### config.mk
export PLATFORM = sky130hd
export DESIGN_NAME = instr_sequencer
export DESIGN_NICKNAME = d
export VERILOG_FILES = /design/src/rtl/instr_sequencer.sv
export SDC_FILE = /design/constraint.sdc
export NUM_CORES = 1
export LEC_CHECK = 0
export CORE_ASPECT_RATIO = 1.1
export CORE_MARGIN = 4
export CORE_UTILIZATION = 39
export DETAILED_ROUTE_END_ITERATION = 8
export GPL_TIMING_DRIVEN = 0
export PLACE_DENSITY = 0.8
export SETUP_SLACK_MARGIN = 0.15
export SYNTH_ARGS = -nofsm -noshare
export SYNTH_HDL_FRONTEND = slang
export SYNTH_SLANG_ARGS = --single-unit
### constraint.sdc
create_clock -name clk -period 2.1 [get_ports clk]
set_clock_uncertainty 0.15 [all_clocks]
set_input_delay 0.42 -clock clk [delete_from_list [all_inputs] [get_ports clk]]
set_output_delay 0.42 -clock clk [all_outputs]
set_load 0.1 [all_outputs]
### src/rtl/instr_sequencer.sv
// Multi-cycle FETCH/EXEC/MEM/WB sequencer that owns the PC and gates architectural writes.
// Optional performance counters are built when INSTR_SEQ_PERF_CNT_EN is defined.
module instr_sequencer #(
  parameter int unsigned PC_W  = 10,
  parameter int unsigned CNT_W = 16
) (
  input  logic             clk,
  input  logic             rst_n,
  input  logic             start,
  output logic             imem_req,
  input  logic             imem_ack,
  output logic             ir_load,
  input  logic             dec_jump_en,
  input  logic             dec_branch_en,
  input  logic             alu_branch_taken,
  input  logic             dec_mem_to_reg,
  input  logic             dec_reg_to_mem,
  input  logic             dec_reg_wr_en,
  input  logic             dec_done,
  input  logic [PC_W-1:0]  jump_target,
  output logic             dmem_req,
  output logic             dmem_we,
  input  logic             dmem_ack,
  output logic             wb_strobe,
  output logic [PC_W-1:0]  pc,
  output logic             halted,
  output logic [CNT_W-1:0] instr_cnt,
  output logic [CNT_W-1:0] cycle_cnt
);

  typedef enum logic [2:0] {
    S_IDLE  = 3'd0,
    S_FETCH = 3'd1,
    S_EXEC  = 3'd2,
    S_MEM   = 3'd3,
    S_WB    = 3'd4,
    S_HALT  = 3'd5
  } state_t;

  state_t            state_q, state_d;
  logic [PC_W-1:0]   pc_d;
  logic              imem_req_d, dmem_req_d, dmem_we_d, wb_strobe_d, halted_d;
  logic              take_target;

  // The only combinational output: IR capture in the acked fetch cycle.
  assign ir_load = (state_q == S_FETCH) && imem_ack;

  assign take_target = dec_jump_en || (dec_branch_en && alu_branch_taken);

  // Next-state and next-output logic; outputs are registered from the next state.
  always_comb begin
    state_d     = state_q;
    pc_d        = pc;
    imem_req_d  = 1'b0;
    dmem_req_d  = 1'b0;
    dmem_we_d   = 1'b0;
    wb_strobe_d = 1'b0;
    halted_d    = 1'b0;

    unique case (state_q)
      S_IDLE: begin
        if (start) begin
          state_d = S_FETCH;
          pc_d    = '0;
        end
      end
      S_FETCH: begin
        if (imem_ack) state_d = S_EXEC;
      end
      S_EXEC: begin
        if (dec_done)                             state_d = S_HALT;
        else if (dec_mem_to_reg || dec_reg_to_mem) state_d = S_MEM;
        else                                      state_d = S_WB;
      end
      S_MEM: begin
        if (dmem_ack) state_d = S_WB;
      end
      S_WB: begin
        state_d = S_FETCH;
      end
      S_HALT: begin
        if (start) begin
          state_d = S_FETCH;
          pc_d    = '0;
        end
      end
      default: begin
        state_d = S_IDLE;
        pc_d    = '0;
      end
    endcase

    // PC advances as WB is entered so the new value is visible alongside wb_strobe.
    if (state_d == S_WB) begin
      pc_d = take_target ? jump_target : pc + PC_W'(1);
    end

    imem_req_d  = (state_d == S_FETCH);
    dmem_req_d  = (state_d == S_MEM);
    // Hold the write qualifier for the whole pending data request.
    dmem_we_d   = (state_d == S_MEM) && ((state_q == S_MEM) ? dmem_we : dec_reg_to_mem);
    wb_strobe_d = (state_d == S_WB) && dec_reg_wr_en;
    halted_d    = (state_d == S_HALT);
  end

  always_ff @(posedge clk or negedge rst_n) begin
    if (!rst_n) begin
      state_q   <= S_IDLE;
      pc        <= '0;
      imem_req  <= 1'b0;
      dmem_req  <= 1'b0;
      dmem_we   <= 1'b0;
      wb_strobe <= 1'b0;
      halted    <= 1'b0;
    end else begin
      state_q   <= state_d;
      pc        <= pc_d;
      imem_req  <= imem_req_d;
      dmem_req  <= dmem_req_d;
      dmem_we   <= dmem_we_d;
      wb_strobe <= wb_strobe_d;
      halted    <= halted_d;
    end
  end

`ifdef INSTR_SEQ_PERF_CNT_EN
  logic [CNT_W-1:0] instr_cnt_q, cycle_cnt_q;
  logic             restart, retire, active_next;

  assign restart     = ((state_q == S_IDLE) || (state_q == S_HALT)) && start;
  assign retire      = (state_q == S_WB) || ((state_q == S_EXEC) && dec_done);
  assign active_next = (state_d == S_FETCH) || (state_d == S_EXEC) ||
                       (state_d == S_MEM)   || (state_d == S_WB);

  // Saturating counters; the start edge clears them and enters the first counted cycle.
  always_ff @(posedge clk or negedge rst_n) begin
    if (!rst_n) begin
      instr_cnt_q <= '0;
      cycle_cnt_q <= '0;
    end else if (restart) begin
      instr_cnt_q <= '0;
      cycle_cnt_q <= '0;
    end else begin
      if (retire && (instr_cnt_q != {CNT_W{1'b1}}))
        instr_cnt_q <= instr_cnt_q + CNT_W'(1);
      if (active_next && (cycle_cnt_q != {CNT_W{1'b1}}))
        cycle_cnt_q <= cycle_cnt_q + CNT_W'(1);
    end
  end

  assign instr_cnt = instr_cnt_q;
  assign cycle_cnt = cycle_cnt_q;
`else
  assign instr_cnt = '0;
  assign cycle_cnt = '0;
`endif

endmodule
======== After elaboration in Yosys (flattened, before gate mapping) ========
Cells that the tools add are included.
cells by class
  equal/unequal tests ..................... 11
  muxes and demuxes ....................... 11
  add/sub/neg operators ................... 1
  reduce and logical (&&, ||, !) cells .... 10
operators by type and width
  kind                                                   count
  2-to-1 mux 10 bit                                      3
  case mux 10 bit (2 select lines)                       1
  2-to-1 mux 3 bit                                       5
  case mux 3 bit (5 select lines)                        1
  == test 3 bit, second input constant                   4
  adder 10 x 1 -> 10 bit, second input constant          1
  == test 3 x 2 -> 1 bit, second input constant          3
  == test 3 x 1 -> 1 bit, second input constant          2
  logical AND 1 bit                                      4
  OR reduction 4 bit                                     1
  logical NOT 3 bit                                      1
  inequality test 3 x 1 -> 1 bit, second input constant  1
  logical OR 1 bit                                       2
  inequality test 2 x 1 -> 1 bit, second input constant  1
  AND reduction 2 bit                                    1
  OR reduction 2 bit                                     1
  2-to-1 mux 1 bit                                       1
word-level totals
  logic and storage cells ................. 40
  output and inout port bits .............. 48
  bits in registers ....................... 18

======== Logic depth before layout (Yosys ltp) ========
Gate-level depths: netlist of the first run.
  depth in word-level cells ............... 7
  depth in mapped cells ................... 7

======== Worst setup path before layout of the first run ========
OpenSTA, ideal clock, no wires.
  kind .................................... register to register
  start point ............................. reg pc[0]
  end point ............................... reg pc[8]
  slack ................................... -0.436 ns
  data required time ...................... 1.883 ns
  stages on the path, launching flop included .. 7
  data arrival time ....................... 2.319 ns
  setup time .............................. 0.067 ns
  buffers on the path ..................... 0
  clock period less this slack ............ 2.536 ns
  path through ............................ dfrtp_1 ha_1 nand3_1 or2_1 or4_1 a31oi_1 a31o_2
between the ends
  longest elaborated chain between the ends .. 3
ends and longest elaborated chain
  what                    line  source
  from (decl)             25    output logic [PC_W-1:0] pc,
  from (signal assigned)  117   pc <= pc_d;
  adder 10 x 1 -> 10 bit  95    pc_d = take_target ? jump_target : pc + PC_W'(1);
  2-to-1 mux 10 bit       95
  2-to-1 mux 10 bit       94    if (state_d == S_WB) begin
No other way between the ends.
A chain may end at the register's enable or synchronous reset.

======== Worst setup path in the final report of the first run ========
  start point ............................. in dec_branch_en
  end point ............................... reg pc[8]
between the ends
  longest elaborated chain between the ends .. 4
ends and longest elaborated chain
  what               line  source
  from (decl)        14    input logic dec_branch_en,
  logical AND 1 bit  48    assign take_target = dec_jump_en || (dec_branch_en && alu_branch_taken);
  logical OR 1 bit   48
  2-to-1 mux 10 bit  95
  2-to-1 mux 10 bit  94
No other way between the ends.

==> flow_summary.yaml, run 1 <==
status:
  status: "finished, final reports clean"
final_layout:
  layout.nets: 249
  design_area_um2: 1970
  syn_to_final_growth_pct: 52.1
  num_antenna_cells: 0
  drive_above_1_share_pct: 35.1
  utilization_pct: 63.1
timing:
  layout_setup_ws_ps: 185
  rsz0062_at_grt: "no"
  final-hold-violation-count: 0
  setup_tns_ps: 0
  slew_viol_final: 0
  fin_crit_ps: 1910
  fmax_ghz: 0.522
  maxSlewHeadroom_pct: 43.5
  worst_slew_pin_slew_ps: 844
  setup_viol: 0
  fin_crit_sh_pct: 91.2
global_routing:
  globalRouteOverflowTotal: 0
  grtUsageMet2_pct: 23.6
  met1_usage_pct: 16.9
  antenna_found_initial: 0
  busiest_layer: "met2"
  grt_first_pass_wirelength_um: 4880
  track_usage_pct: 14.1
  grt.met3_usage_pct: 5.25
  grt_start_max_net_pins: 19
  grt_pass1_vias: 1103
detailed_routing:
  num_vias: 1199
  drt-total-wl_um: 2970
  ant_nets: 0
  routed_via_density: 4.63
  drtIter0Drc: 60
  drc: 0
  first_pass_iters: 4
  avgRoutedWirePerCell_um: 11.5
placement:
  io_buffers: 37
  detailed_place_hpwl_um: 2320
  place_area_um2: 1860
  pre_cts_slack_ps: -728
  routabilityCongestion: 0.806
yosys:
  synth_cells: 150
  ys_async_sr_fraction_pct: 100
  synthesis.area_um2: 1300
  yosysWarnings: 0
  synth-edff-count: 0
  synth_cell_types: 40
  ys_seq_elements: 18
  ys.flop_type: "dfrtp_1"
  seq_area_frac_synth_pct: 34.7
  syn_area_per_cell_um2: 8.64
cts:
  cts.htree.levels: 1
  numCtsBuffers: 3
  clockBufferDepth: 2
  ctsHoldBuffers: 0
  cts_root_buf: "clkbuf_4"
  cts_tree: "built"
  cts_sinks: 18
  clk_pin_slew_ps: 100
  clk_latency_ps: 290
critical_path:
  worstSetupPathType: "in2reg"
  cp-end-kind: "register"
  required_ps: 2190
  crit_path_start_kind: "input pin"
  crit_arrival_ps: 2010
  path_max_fanout: 9
die:
  pin_count: 70
  die_w_um: 63.0
  fp.dieArea_um2: 4310
  die_h_um: 68.5
  start_util_pct: 41.5
  coreArea_um2: 3130
  rows: 21
pwr:
  leakagePower_nw: 0.966
  cellPowerDensity_nw_per_um2: 1450
  peakVddDrop_mv: 0.981
run:
  drv_cap: 0
min_path:
  hold_class: "in2reg"
## layer usage
| metal | vias up | wire length, um | part of all wire [%] |
|---|---|---|---|
| met3 | 3 | 312 | 10 |
| met1 | 530 | 1200 | 40 |
| met5 | - | 0 | 0 |
| met2 | 49 | 1440 | 48 |
| met4 | 0 | 24 | 0.81 |
| li1 | 617 | - | - |
## per-stage QoR
stage | total power [W] | instances | hold slack [ps]
after floorplan | 0.00218 | 181 | -25.6
after global placement | 0.00257 | 252 | 364
after detailed placement | 0.00258 | 252 | 368
after CTS | 0.00282 | 257 | 378
after global routing | 0.00301 | 259 | 392
final | 0.00286 | 259 | 380
## cell usage in the layout (no fill, tap or decap), types with 2 or more instances in the layout
cell	n
buf_4	36
conb_1	32
clkdlybuf4s50_1	17
clkdlybuf4s15_2	15
nor2_1	9
nand2_1	9
a21oi_1	9
dfrtp_1	9
nand3_1	8
a21o_1	7
dfrtp_2	7
inv_1	5
nor3_1	5
clkbuf_4	4
a31oi_1	3
dlygate4sd2_1	3
nand2b_1	2
or3_1	2
nor2b_1	2
and3_1	2
nor4_1	2
mux2i_1	2
clkbuf_2	2
nand3b_1	2
o21ai_1	2
o211ai_1	2
dfrtp_4	2
## cells by family after synthesis
kind of cell | Yosys count | synth area share (%)
other | 1 | 0.289
buffers and inverters | 42 | 22.2
AO/OA/AOI/OAI | 34 | 18.0
flip-flops | 18 | 34.7
adder cells (fa/ha/maj) | 1 | 0.965
AND/OR/NAND/NOR | 52 | 22.3
multiplexers | 2 | 1.54
## final timing paths
path	slack, ps	start	cells after the start	endpoint
max	190	dec_branch_en	6	pc[8]
min	380	dec_reg_to_mem	3	dmem_we
max reg2reg	240	state_q[0]	6	pc[8]
min reg2reg	400	dmem_we	2	dmem_we
max in group asynchronous	740	rst_n	1	pc[1]
min in group asynchronous	450	rst_n	1	state_q[2]
## synthesized netlist by cell type (2+ instances only)
cell type,instances,area (um2)
buf_4,32,240
dfrtp_1,18,450
a21oi_1,10,50.1
nand2_1,9,33.8
nand3_1,9,45.0
nor2_1,9,33.8
a21o_1,7,52.6
inv_1,5,18.8
nor3_1,5,25.0
a31oi_1,4,25.0
and3_1,3,18.8
buf_2,2,10.0
clkbuf_1,2,7.51
mux2i_1,2,20.0
nand2b_1,2,12.5
nand3b_1,2,15.0
nor2b_1,2,12.5
nor4_1,2,12.5
o211ai_1,2,15.0
o21ai_1,2,10.0
or3_1,2,12.5
## sequential cells by signal, indices dropped and copies added (netlist names)
| register | count |
|---|---|
| pc | 10 |
| state_q | 3 |
| dmem_req | 1 |
| dmem_we | 1 |
| halted | 1 |
| imem_req | 1 |
| wb_strobe | 1 |
## timing repair
action	CTS	global route
cloned	0	0
resized for setup	60	11
pin swaps	3	3
setup buffers	1	2
setup endpoints to repair	26	10
endpoints found under the hold margin	0	0
## worst max-delay path: stages
cell and delay (ps):
clkdlybuf4s50_1 430, a21o_1 180, clkbuf_2 170, or4_1 520, a31oi_1 160, a31o_2 120
## power breakdown
group          leakage, nW  total, W  switching (W)  internal (W)
logic                0.718   0.00199        0.00143      0.000556
registers            0.228  0.000660       0.000162      0.000498
clock network       0.0210  0.000215       0.000110      0.000106
total                0.966   0.00286        0.00170       0.00116
## area by class of cell
type	instances	area [um2]
Buffer	37	277
Tap cell	34	42.5
Multi-Input combinational cell	121	711
Clock buffer	4	36.3
Inverter	5	18.8
Fill cell	276	1150
Sequential cell	18	467
Timing Repair Buffer	40	420
Note: power is estimated with default switching activity, not from simulation.
==> run 2, diff against run 1 <==
Settings changed: CTS_CLUSTER_DIAMETER from default to 120.
==> results of run 2 <==
The final DEF is identical to that of run 1; final timing and power are the same.
==> run 3, diff against run 2 <==
Clock period 2.1 ns to 1.9 ns, I/O delays scaled along.
==> run 3 against run 2 <==
Final area increased by 1.6%. Global-route usage is 0.69 points higher. Cell count rose by 1.2%. Largest cell class unchanged.
==> flow_summary.yaml, run 3 (same netlist as run 1, synthesis figures left out) <==
timing:
  rsz0062_at_grt: "yes"
  setup_viol: 0
  fin_crit_ps: 1840
  fmax_ghz: 0.544
  fin_crit_sh_pct: 96.8
  maxSlewHeadroom_pct: 44.7
  worst_slew_pin_slew_ps: 827
  layout_setup_ws_ps: 60.1
  final-hold-violation-count: 0
  slew_viol_final: 0
final_layout:
  final_common_cell: "buf_4"
  regMostFlops: "pc"
  reg_top3: "pc (10), state_q (3)"
  syn_to_final_growth_pct: 54.6
  layout.nets: 252
  drive_above_1_share_pct: 39.0
  fill_cells: 282
  largest_register_ffs: 10
  final_cell_mix: "37 x buf_4, 32 x conb_1, 13 x clkdlybuf4s50_1"
  num_antenna_cells: 0
  utilization_pct: 64.1
die:
  rows: 21
  die_w_um: 63.0
  die_h_um: 68.5
  coreArea_um2: 3130
  start_util_pct: 41.5
  fp.dieArea_um2: 4310
  pin_count: 70
global_routing:
  grt_start_max_net_pins: 19
  grt_pass1_vias: 1175
  antenna_found_initial: 0
  grt_first_pass_wirelength_um: 5070
  track_usage_pct: 14.8
  globalRouteOverflowTotal: 0
critical_path:
  crit_arrival_ps: 1890
  path_max_fanout: 6
  cp_slowest_stage_delay_ps: 430
  cp_slowest_cell: "dfrtp_1"
  worstSetupPathType: "reg2reg"
  cp-end-kind: "register"
  crit_path_start_kind: "register"
  crit_chain: "and2b_2 > o311a_4 > o2111ai_4 > and2_4 > buf_6 > a21o_1"
  required_ps: 1950
pwr:
  peakVddDrop_mv: 0.932
  finalPower_w: 0.00330
  p_int_w: 0.00132
  clockPowerShare_pct: 7.4
  p_sw_share_pct: 59.8
  netSwitchingPower_w: 0.00197
  seq_power_share_pct: 22.1
  combPwrFrac_pct: 70.5
  leakagePower_nw: 1.03
  cellPowerDensity_nw_per_um2: 1650
detailed_routing:
  routed_via_density: 4.67
  drc: 0
  ant_nets: 0
  drtIter0Drc: 69
  num_vias: 1224
  avgRoutedWirePerCell_um: 12.7
  drt-total-wl_um: 3320
  first_pass_iters: 4
placement:
  pre_cts_slack_ps: -835
  io_buffers: 37
  routabilityCongestion: 0.847
  detailed_place_hpwl_um: 2400
cts:
  numCtsBuffers: 3
  clk_pin_slew_ps: 110
  cts_root_buf: "clkbuf_4"
  clockBufferDepth: 2
  ctsHoldBuffers: 0
  cts_sinks: 18
  clk_latency_ps: 300
  cts_tree: "built"
  cts.htree.levels: 1
min_path:
  hold_class: "in2reg"
status:
  status: "finished, final reports clean"
run:
  drv_cap: 0
-- run 3: cell count changes in the layout (fill, tap and decap cells not counted), moves of 2 or more --
cell / before / now
clkdlybuf4s15_2: 15 / 0
buf_2: 0 / 9
clkdlybuf4s50_1: 17 / 13
dlygate4sd2_1: 3 / 7
buf_6: 1 / 4
clkbuf_4: 4 / 7
clkdlybuf4s18_2: 0 / 2
-- run 3: final cells by class --
cell class / instances / area [um2] / share of cell area, %
buffer: 37 / 293 / 14.6
inverter: 5 / 18.8 / 0.936
timing repair buffer: 43 / 368 / 18.4
tap: 34 / 42.5 / 2.12
sequential: 18 / 469 / 23.4
multi-input combinational: 121 / 777 / 38.8
clock buffer: 4 / 36.3 / 1.81
-- run 3: metal layers --
| metal | GRT usage (%) | share of wire, % |
|---|---|---|
| met1 | 15.7 | 37 |
| met2 | 27.5 | 51 |
| met3 | 4.27 | 9.3 |
| met4 | 6.61 | 2.8 |
| met5 | 0 | 0 |
-- run 3: path summary, 6_finish.rpt --
path / from / end / slack, ps / depth (start not counted)
worst max-delay path: state_q[2] / pc[5] / 60 / 6
worst min-delay path: dec_reg_to_mem / dmem_we / 350 / 3
worst max register to register: state_q[2] / pc[5] / 60 / 6
worst min register to register: dmem_we / dmem_we / 400 / 2
max in group asynchronous: rst_n / pc[1] / 610 / 1
min in group asynchronous: rst_n / halted / 390 / 1
-- run 3: stage by stage --
step                cells  setup TNS (ps)  area (um2)  hold slack, ps
floorplan             181           -86.1        1450           -65.6
global placement      252           -8250        1860             369
detailed placement    252           -9170        1860             401
CTS                   261               0        1950             367
finish                262               0        2000             349
global route          262           -41.0        2000             371
-- run 3: repair_timing --
| item | in CTS | in global routing |
|---|---|---|
| buffers inserted | 5 | 1 |
| resized for setup | 101 | 18 |
| cloned | 0 | 0 |
| pin swaps | 11 | 3 |
| endpoints found under the setup margin | 28 | 21 |
-- run 3: power by group through the flow --
stage	clock [W]	sequential, W	combinational (W)
floorplan	0	0.00151	0.000907
global placement	0	0.000734	0.00211
detailed placement	0	0.000738	0.00213
CTS	0.000247	0.000726	0.00221
global route	0.000269	0.000752	0.00244
finish	0.000245	0.000727	0.00233
-- run 3: critical path: cells and delay by family (launching register included) --
kind / cells / cell delay (ps)
AO/OA/AOI/OAI: 3 / 550
buffers and inverters: 1 / 120
flip-flops: 1 / 430
AND/OR/NAND/NOR: 2 / 480
